==> config.mk <==
export PLATFORM = sky130hd
export DESIGN_NAME = lcd_fb_arbiter
export DESIGN_NICKNAME = d
export VERILOG_FILES = /design/src/rtl/lcd_pkg.sv /design/src/rtl/lcd_fb_wfifo.sv /design/src/rtl/lcd_fb_arbiter.sv
export SDC_FILE = /design/constraint.sdc
export NUM_CORES = 1
export LEC_CHECK = 0
export ABC_AREA = 1
export CAP_MARGIN = 40
export CELL_PAD_IN_SITES_DETAIL_PLACEMENT = 1
export CELL_PAD_IN_SITES_GLOBAL_PLACEMENT = 1
export CORE_ASPECT_RATIO = 0.9
export CORE_UTILIZATION = 40
export CTS_CLUSTER_SIZE = 24
export DETAILED_ROUTE_END_ITERATION = 10
export GPL_TIMING_DRIVEN = 1
export HOLD_SLACK_MARGIN = 0.02
export MAX_ROUTING_LAYER = met4
export PLACE_DENSITY = 0.8
export SYNTH_ARGS = -nofsm -noshare
export SYNTH_HDL_FRONTEND = slang
export SYNTH_SLANG_ARGS = --single-unit
==> constraint.sdc <==
create_clock -name clk -period 3.7 [get_ports clk]
set_clock_uncertainty 0.1 [all_clocks]
set_input_delay 0.555 -clock clk [delete_from_list [all_inputs] [get_ports clk]]
set_output_delay 0.555 -clock clk [all_outputs]
set_load 0.05 [all_outputs]
==> src/rtl/lcd_pkg.sv <==
// lcd_pkg: constants and grant encodings shared by the LCD framebuffer blocks.
// Contents:
//   LCD_AW / LCD_DW  default framebuffer address / pixel widths (also used by lcd_sync)
//   gnt_e            per-cycle RAM grant: idle, display read, buffered write
package lcd_pkg;
    localparam int LCD_AW = 16;
    localparam int LCD_DW = 16;
    typedef enum logic [1:0] {
        GNT_IDLE  = 2'd0,
        GNT_DISP  = 2'd1,
        GNT_WRITE = 2'd2
    } gnt_e;
endpackage

==> src/rtl/lcd_fb_wfifo.sv <==
// lcd_fb_wfifo: synchronous FIFO with full/empty flags and a combinational head.
// Ports:
//   clk, rst     clock, synchronous active-high reset (empties the FIFO)
//   push, wdata  store wdata unless full (a same-cycle pop does not make room)
//   pop          drop the head unless empty
//   rdata        current head entry
//   full, empty  occupancy flags
module lcd_fb_wfifo #(
    parameter int W     = 32,
    parameter int DEPTH = 4
) (
    input  logic         clk,
    input  logic         rst,
    input  logic         push,
    input  logic         pop,
    input  logic [W-1:0] wdata,
    output logic [W-1:0] rdata,
    output logic         full,
    output logic         empty
);
    localparam int PW = $clog2(DEPTH);

    logic [W-1:0] mem_q [DEPTH];
    logic [W-1:0] mem_d [DEPTH];
    logic [PW:0]  wp_q, wp_d, rp_q, rp_d;

    // Pointers carry one extra wrap bit so full and empty are distinguishable.
    always_comb begin
        full  = (wp_q[PW] != rp_q[PW]) && (wp_q[PW-1:0] == rp_q[PW-1:0]);
        empty = wp_q == rp_q;
        rdata = mem_q[rp_q[PW-1:0]];
        mem_d = mem_q;
        wp_d  = wp_q;
        rp_d  = rp_q;
        if (push && !full) begin
            mem_d[wp_q[PW-1:0]] = wdata;
            wp_d = wp_q + 1'b1;
        end
        if (pop && !empty) rp_d = rp_q + 1'b1;
    end

    always_ff @(posedge clk) begin
        if (rst) begin
            wp_q <= '0;
            rp_q <= '0;
        end else begin
            wp_q <= wp_d;
            rp_q <= rp_d;
        end
    end

    always_ff @(posedge clk) mem_q <= mem_d;
endmodule

==> src/rtl/lcd_fb_arbiter.sv <==
// lcd_fb_arbiter: single-port framebuffer arbiter, display reads first, buffered writes drained in gaps.
// Ports:
//   clk, rest                         pixel clock, synchronous active-high reset
//   disp_rden, disp_addr              display read request/address (always wins the RAM)
//   disp_data, disp_vld               read data one cycle after the request
//   wr_valid, wr_ready, wr_addr/data  drawing-engine write port into the FIFO
//   ram_en, ram_we, ram_addr,
//   ram_wdata, ram_rdata              synchronous single-port RAM, 1-cycle read latency
//   grant                             previous cycle's grant (0 idle, 1 display, 2 write)
//   wr_starved, starve_clr            sticky starvation flag and its clear (set wins)
//   stat_wr_cnt, stat_blk_cnt         RAM writes / blocked-write cycles, built only when
//                                     LCD_FB_ARB_STATS_EN is defined, otherwise tied to 0
module lcd_fb_arbiter
    import lcd_pkg::*;
#(
    parameter int AW         = LCD_AW,
    parameter int DW         = LCD_DW,
    parameter int FIFO_DEPTH = 4,
    parameter int STARVE_MAX = 1024
) (
    input  logic          clk,
    input  logic          rest,
    input  logic          disp_rden,
    input  logic [AW-1:0] disp_addr,
    output logic [DW-1:0] disp_data,
    output logic          disp_vld,
    input  logic          wr_valid,
    output logic          wr_ready,
    input  logic [AW-1:0] wr_addr,
    input  logic [DW-1:0] wr_data,
    output logic          ram_en,
    output logic          ram_we,
    output logic [AW-1:0] ram_addr,
    output logic [DW-1:0] ram_wdata,
    input  logic [DW-1:0] ram_rdata,
    output logic [1:0]    grant,
    output logic          wr_starved,
    input  logic          starve_clr,
    output logic [15:0]   stat_wr_cnt,
    output logic [15:0]   stat_blk_cnt
);
    localparam int            SW   = $clog2(STARVE_MAX) + 1;
    localparam logic [SW-1:0] SMAX = SW'(STARVE_MAX);

    logic               full, empty, pop, blocked;
    logic [AW+DW-1:0]   head;
    gnt_e               gnt_d, gnt_q;
    logic [AW-1:0]      addr_d, addr_q;
    logic [DW-1:0]      wdata_d, wdata_q;
    logic               vld_q;
    logic [SW-1:0]      cnt_d, cnt_q;
    logic               starved_d, starved_q;

    lcd_fb_wfifo #(.W(AW + DW), .DEPTH(FIFO_DEPTH)) u_wfifo (
        .clk   (clk),
        .rst   (rest),
        .push  (wr_valid && wr_ready),
        .pop   (pop),
        .wdata ({wr_addr, wr_data}),
        .rdata (head),
        .full  (full),
        .empty (empty)
    );

    // Address/data lines keep their last driven value on idle cycles.
    always_comb begin
        gnt_d     = rest ? GNT_IDLE : disp_rden ? GNT_DISP : !empty ? GNT_WRITE : GNT_IDLE;
        pop       = gnt_d == GNT_WRITE;
        addr_d    = gnt_d == GNT_DISP ? disp_addr : pop ? head[AW+DW-1:DW] : addr_q;
        wdata_d   = pop ? head[DW-1:0] : wdata_q;
        ram_en    = gnt_d != GNT_IDLE;
        ram_we    = pop;
        ram_addr  = rest ? '0 : addr_d;
        ram_wdata = rest ? '0 : wdata_d;
        wr_ready  = rest || !full;
        blocked   = wr_valid && !wr_ready;
        cnt_d     = !blocked ? '0 : cnt_q == SMAX ? cnt_q : cnt_q + 1'b1;
        // Set has priority over clear, so a still-blocked writer keeps the flag up.
        starved_d = (blocked && cnt_d == SMAX) || (starved_q && !starve_clr);
    end

    always_ff @(posedge clk) begin
        if (rest) begin
            gnt_q     <= GNT_IDLE;
            addr_q    <= '0;
            wdata_q   <= '0;
            vld_q     <= 1'b0;
            cnt_q     <= '0;
            starved_q <= 1'b0;
        end else begin
            gnt_q     <= gnt_d;
            addr_q    <= addr_d;
            wdata_q   <= wdata_d;
            vld_q     <= disp_rden;
            cnt_q     <= cnt_d;
            starved_q <= starved_d;
        end
    end

    assign grant      = gnt_q;
    assign disp_vld   = vld_q;
    assign disp_data  = ram_rdata;
    assign wr_starved = starved_q;

`ifdef LCD_FB_ARB_STATS_EN
    logic [15:0] wr_cnt_d, wr_cnt_q, blk_cnt_d, blk_cnt_q;

    always_comb begin
        wr_cnt_d  = wr_cnt_q + {15'd0, pop && wr_cnt_q != 16'hFFFF};
        blk_cnt_d = blk_cnt_q + {15'd0, blocked && blk_cnt_q != 16'hFFFF};
    end

    always_ff @(posedge clk) begin
        if (rest) begin
            wr_cnt_q  <= '0;
            blk_cnt_q <= '0;
        end else begin
            wr_cnt_q  <= wr_cnt_d;
            blk_cnt_q <= blk_cnt_d;
        end
    end

    assign stat_wr_cnt  = wr_cnt_q;
    assign stat_blk_cnt = blk_cnt_q;
`else
    assign stat_wr_cnt  = '0;
    assign stat_blk_cnt = '0;
`endif
endmodule

==> flow_summary.toml, run 1 <==
[run_status]
status = "finished clean"

[global_route]
top_usage_layer = "met2"
groute.usage.overall_pct = 21.5
grt_util_met3_pct = 5.17
antenna_found_initial = 0
use_met1_pct = 24.3
grt_max_degree = 67
use_met2_pct = 36.9
grt-ovfl-total = 0
grt_pass1_vias = 5656
grt_pass1_wl_um = 30200

[cts]
holdBufCountCts = 0
cts_resized = 0
tritoncts = "yes"
cts_setup_buffers = 0
ctsRootBufferMaster = "clkbuf_16"
numCtsBuffers = 17
cts.sinks = 181
clk_pin_slew_ps = 70
clkLatencyLatePin_ps = 430
htreeDepth = 4
cts_max_path_buffers = 2

[setup_path]
crit_arrival_ps = 2760
max_stage_delay_ps = 490
crit_path_start_kind = "flip-flop"
endpoint_kind = "output port"
cp_slowest_cell = "inv_2"
required_ps = 3040
cpLargestDelayFamily = "simple AND/OR/NAND/NOR gates"
cp_cell_sequence = "buf_4 -> nand2_1 -> nand2_1 -> nor2_4 -> nand3_2 -> nand3_4 -> inv_2 -> o21ai_1 -> nor2_1 -> buf_12"
criticalPathCategory = "flip-flop to output port"
crit_fanout = 24
crit_top_cell = "nand2_1"
path_buf_inv = 3

[route]
wl_per_cell_um = 18.8
detail_route.vias_per_cell = 5.09
drtIter0Drc = 261
drt_pass1_iterations = 4
drc = 0
routed_wl_um = 19100
route.vias.total = 5164
postRouteAntennaNets = 0

[pwr]
clkPwrFrac_pct = 34.8
p_total_mw = 5.08
p_int_mw = 3.58
switching_share_pct = 29.6
p_seq_share_pct = 45.7
p_comb_share_pct = 19.6
irDropWorstVdd_uv = 443
leakage_nw = 3.46
power_per_cell_area_nw_per_um2 = 542
p_sw_mw = 1.51

[synth]
synthDistinctLibCells = 32
synth_compound_area_share_pct = 12.1
synth_top_family_by_area = "compound AO/OA/AOI/OAI gates"
synth_commonest_cells = "nor2_1 (147), edfxtp_1 (128), o21ai_0 (70), nand2_1 (55), dfxtp_1 (53)"
synth.area.top_cells = "edfxtp_1 (51%), dfxtp_1 (14%), nor2_1 (7.4%)"
yosys_warnings = 0
synthArstFlopShare_pct = 0
yosys.area.top_type = "edfxtp_1"
avgSynthCellArea_um2 = 10.9
synth-simple-area-share_pct = 11.7
synth_top_area_share_pct = 51.4
synth-edff-count = 128
synth-main-ff-cell = "edfxtp_1"
ys_ff_latch = 181
synth_xor_area_share_pct = 0.586
synthesis.area_um2 = 7480
synth_most_common_cell = "nor2_1"
post_synth_fa_ha_maj_area_fraction_pct = 1.17
synth_cells = 683
muxShareOfSynthArea_pct = 0
yosysSeqAreaShare_pct = 65.6

[die]
core_um2 = 18300
start_util_pct = 40.8
die_h_um = 132
dieWidth_um = 146
io_pins = 156
die_area_um2 = 19200
rows = 47

[min_path]
hp-class = "flip-flop to flip-flop"

[run]
drv_cap = 0

[cells_and_area]
area_growth_pct = 25.5
antennaDiodeCount = 0
nNetsFinal = 833
utilization_pct = 51.1
layout-drive-gt1-share_pct = 12.7

[sta]
period_needed_ps = 3420
hold-worst-slack_ps = 374
max_freq_mhz = 293
report.final.slew_viol_count = 0
grt_setup_unrepaired = "false"
final.setup.tns_ps = 0
finalCritPeriodShare_pct = 92.4
hold_viol_final = 0
tightest_slew_ps = 745
setup-violations-final = 0
setup_slack_ps = 282
slew-limit-headroom_pct = 50.3

[placement]
gp_congestion = 0.780
pre_cts_slack_ps = 497
post-dp-hpwl_um = 12400
port_buffers = 91
## final timing paths
| path | startpoint | slack, ps | endpoint | cells past startpoint |
|---|---|---|---|---|
| min reg2reg | wr_starved | 370 | wr_starved | 2 |
| max | u_wfifo.rp_q[1] | 280 | ram_wdata[13] | 10 |
| max reg2reg | u_wfifo.rp_q[1] | 1160 | u_wfifo.wp_q[2] | 10 |
| min | wr_starved | 370 | wr_starved | 2 |
## power by group through the flow
stage / logic [mW] / clock network, mW / registers, mW
floorplan: 0.641 / 0 / 2.37
global placement: 0.951 / 0 / 2.36
detailed placement: 0.993 / 0 / 2.37
CTS: 1.00 / 1.80 / 2.32
global route: 1.06 / 1.87 / 2.33
finish: 0.994 / 1.77 / 2.32
## per-stage QoR
step | instances | area, um^2
2_1_floorplan | 714 | 7590
5_1_grt | 1015 | 9380
4_1_cts | 1015 | 9380
3_5_place_dp | 983 | 8810
6_report | 1015 | 9380
3_3_place_gp | 983 | 8810
## per-layer routing
metal | up-vias | part of all wire, %
met4 | 0 | 1.8
met1 | 2562 | 41
met5 | - | 0
met3 | 23 | 5.4
met2 | 143 | 52
li1 | 2436 | -
## flip-flops by register name, indices dropped and copies added, names as in the netlist
register       count
addr_q            16
cnt_q             11
disp_vld           1
grant              2
u_wfifo.mem_q    128
u_wfifo.rp_q       3
u_wfifo.wp_q       3
wdata_q           16
wr_starved         1
## tightest hold or removal path, stage by stage (launching register included)
cell	delay, ps
dfxtp_1	310
nand2_1	60
a21oi_1	50
## logic make-up after synthesis
logic type / Yosys count
flops: 181
other cells: 1
xor+xnor: 5
compound gates: 155
buf+inv: 115
fa+ha+maj: 7
simple gates: 219
## area by class of cell
cell class	count	area, um^2
Fill cell	1952	8960
Sequential cell	181	4910
Multi-Input combinational cell	418	2060
Timing Repair Buffer	105	1400
Clock buffer	18	429
Tap cell	245	307
Clock inverter	14	146
Inverter	34	128
## cell usage in the layout, fill, tap and decap left out, drive strengths merged, types with 21 or more instances in the layout
cell / Yosys / layout
a21oi: 21 / 21
buf: 63 / 49
clkdlybuf4s50: 0 / 56
conb: 1 / 32
dfxtp: 53 / 53
edfxtp: 128 / 128
inv: 32 / 37
nand2: 56 / 56
nor2: 148 / 148
o21ai: 86 / 86
o22ai: 26 / 26
Power figures use the tool's default switching activity.
==> inputs of run 2 (changes only) <==
Settings changed: CAP_MARGIN 40 to 20, CORE_UTILIZATION 40 to 43, PLACE_DENSITY 0.8 to 0.85.
Clock period 3.7 ns to 4.1 ns, I/O delays scaled along.
==> flow_summary.toml, run 2 (synthesis results as in run 1) <==
[run_status]
status = "finished clean"

[die]
die_h_um = 127
core_um2 = 16900
io_pins = 156
rows = 45
die_area_um2 = 17900
dieWidth_um = 141
start_util_pct = 44.1

[cells_and_area]
largest_register = "u_wfifo.mem_q"
largest_reg_flops = 128
final_common_cell = "nor2_1"
utilization_pct = 55.0
layout_common_cells = "nor2_1 (143), edfxtp_1 (128), o21ai_0 (70), clkdlybuf4s50_1 (56), nand2_1 (55)"
seqCellArea_um2 = 4910
nNetsFinal = 832
reg.largest.list = "u_wfifo.mem_q (128), addr_q (16), wdata_q (16)"
design_area_um2 = 9310
layout-drive-gt1-share_pct = 13.0
area_growth_pct = 24.5
multiInputGateArea_um2 = 2060
n_fill_cell = 1780

[cts]
cts_resized = 0
cts.sinks = 181
cts_setup_buffers = 0
cts_max_path_buffers = 2
tritoncts = "yes"
clk_pin_slew_ps = 70
htreeDepth = 4
clkLatencyLatePin_ps = 440
ctsRootBufferMaster = "clkbuf_16"
holdBufCountCts = 0
numCtsBuffers = 17

[placement]
port_buffers = 91
gp_congestion = 0.781
post-dp-hpwl_um = 12300
dpl_cell_area_um2 = 8740
pre_cts_slack_ps = 723

[route]
routed_wl_um = 19200
wl_per_cell_um = 19.1
postRouteAntennaNets = 0
drt_pass1_iterations = 4
detail_route.vias_per_cell = 5.15
drtIter0Drc = 369
route.vias.total = 5173
drc = 0

[sta]
max_freq_mhz = 273
finalCritPeriodShare_pct = 89.5
period_needed_ps = 3670
grt_setup_unrepaired = "false"
hold-worst-slack_ps = 368
slew-limit-headroom_pct = 48.3
report.final.slew_viol_count = 0
setup_slack_ps = 432
hold_viol_final = 0
final.setup.tns_ps = 0
tightest_slew_ps = 773
setup-violations-final = 0

[global_route]
grt_pass1_wl_um = 29700
grt_pass1_vias = 5585
groute.usage.overall_pct = 23.0
grt-ovfl-total = 0
grt_max_degree = 67
antenna_found_initial = 1

[setup_path]
required_ps = 3380
criticalPathCategory = "flip-flop to output port"
reg2reg_slack_ps = 1310
crit_fanout = 30
crit_arrival_ps = 2950
crit_path_start_kind = "flip-flop"
endpoint_kind = "output port"

[pwr]
irDropWorstVdd_uv = 397
leakage_nw = 3.45
power_per_cell_area_nw_per_um2 = 491

[run]
drv_cap = 0

[min_path]
hp-class = "flip-flop to flip-flop"
run 2: cell count changes in the layout (fill, tap and decap cells not counted), sizes merged:
| cell | before | now |
|---|---|---|
| inv | 37 | 41 |
| diode | 0 | 1 |
| buf | 49 | 48 |
| clkinv | 8 | 5 |
| bufinv | 1 | 0 |
run 2: report_power, final:
group / switching, mW / internal (mW)
registers: 0.0454 / 2.07
logic: 0.569 / 0.296
clock network: 0.771 / 0.823
total: 1.39 / 3.18
run 2: worst paths after layout:
check / cells past startpoint / start / to
setup / recovery: 9 / u_wfifo.rp_q[1] / ram_wdata[5]
hold reg to reg: 2 / wr_starved / wr_starved
setup reg to reg: 7 / u_wfifo.rp_q[1] / u_wfifo.mem_q[58]
hold / removal: 2 / wr_starved / wr_starved
run 2: area by class of cell:
class,count,area share (%)
multi-input cells,418,22.2
flip-flops and latches,181,52.7
inverters,34,1.37
well taps,235,3.16
clock inverters,14,1.44
diodes,1,0.0269
repair buffers,104,14.5
clock buffers,18,4.72
run 2: stage by stage:
step | cells | total power, mW
global route | 1005 | 4.74
global placement | 972 | 2.97
finish | 1005 | 4.57
CTS | 1004 | 4.60
floorplan | 714 | 2.71
detailed placement | 972 | 3.01
run 2: layer usage:
metal | vias up | wire [um] | global-route usage, %
met2 | 144 | 10200 | 41.1
met3 | 19 | 1040 | 5.73
met4 | 0 | 206 | 5.95
met1 | 2573 | 7670 | 25.7
li1 | 2437 | - | -
met5 | - | 0 | -
run 2: worst max-delay path, stage by stage (launching register included):
cell and delay [ps]:
dfxtp_1 680, nand2_1 130, nand2_1 130, nor2_4 60, nand3_2 100, nand3_4 340
inv_2 490, o21ai_1 100, nor2_1 270, buf_12 180
==> inputs of run 3 (changes only) <==
Settings changed: CAP_MARGIN 20 to not set.
==> results of run 3 <==
No change in the layout: final DEF, timing and power equal those of run 2.
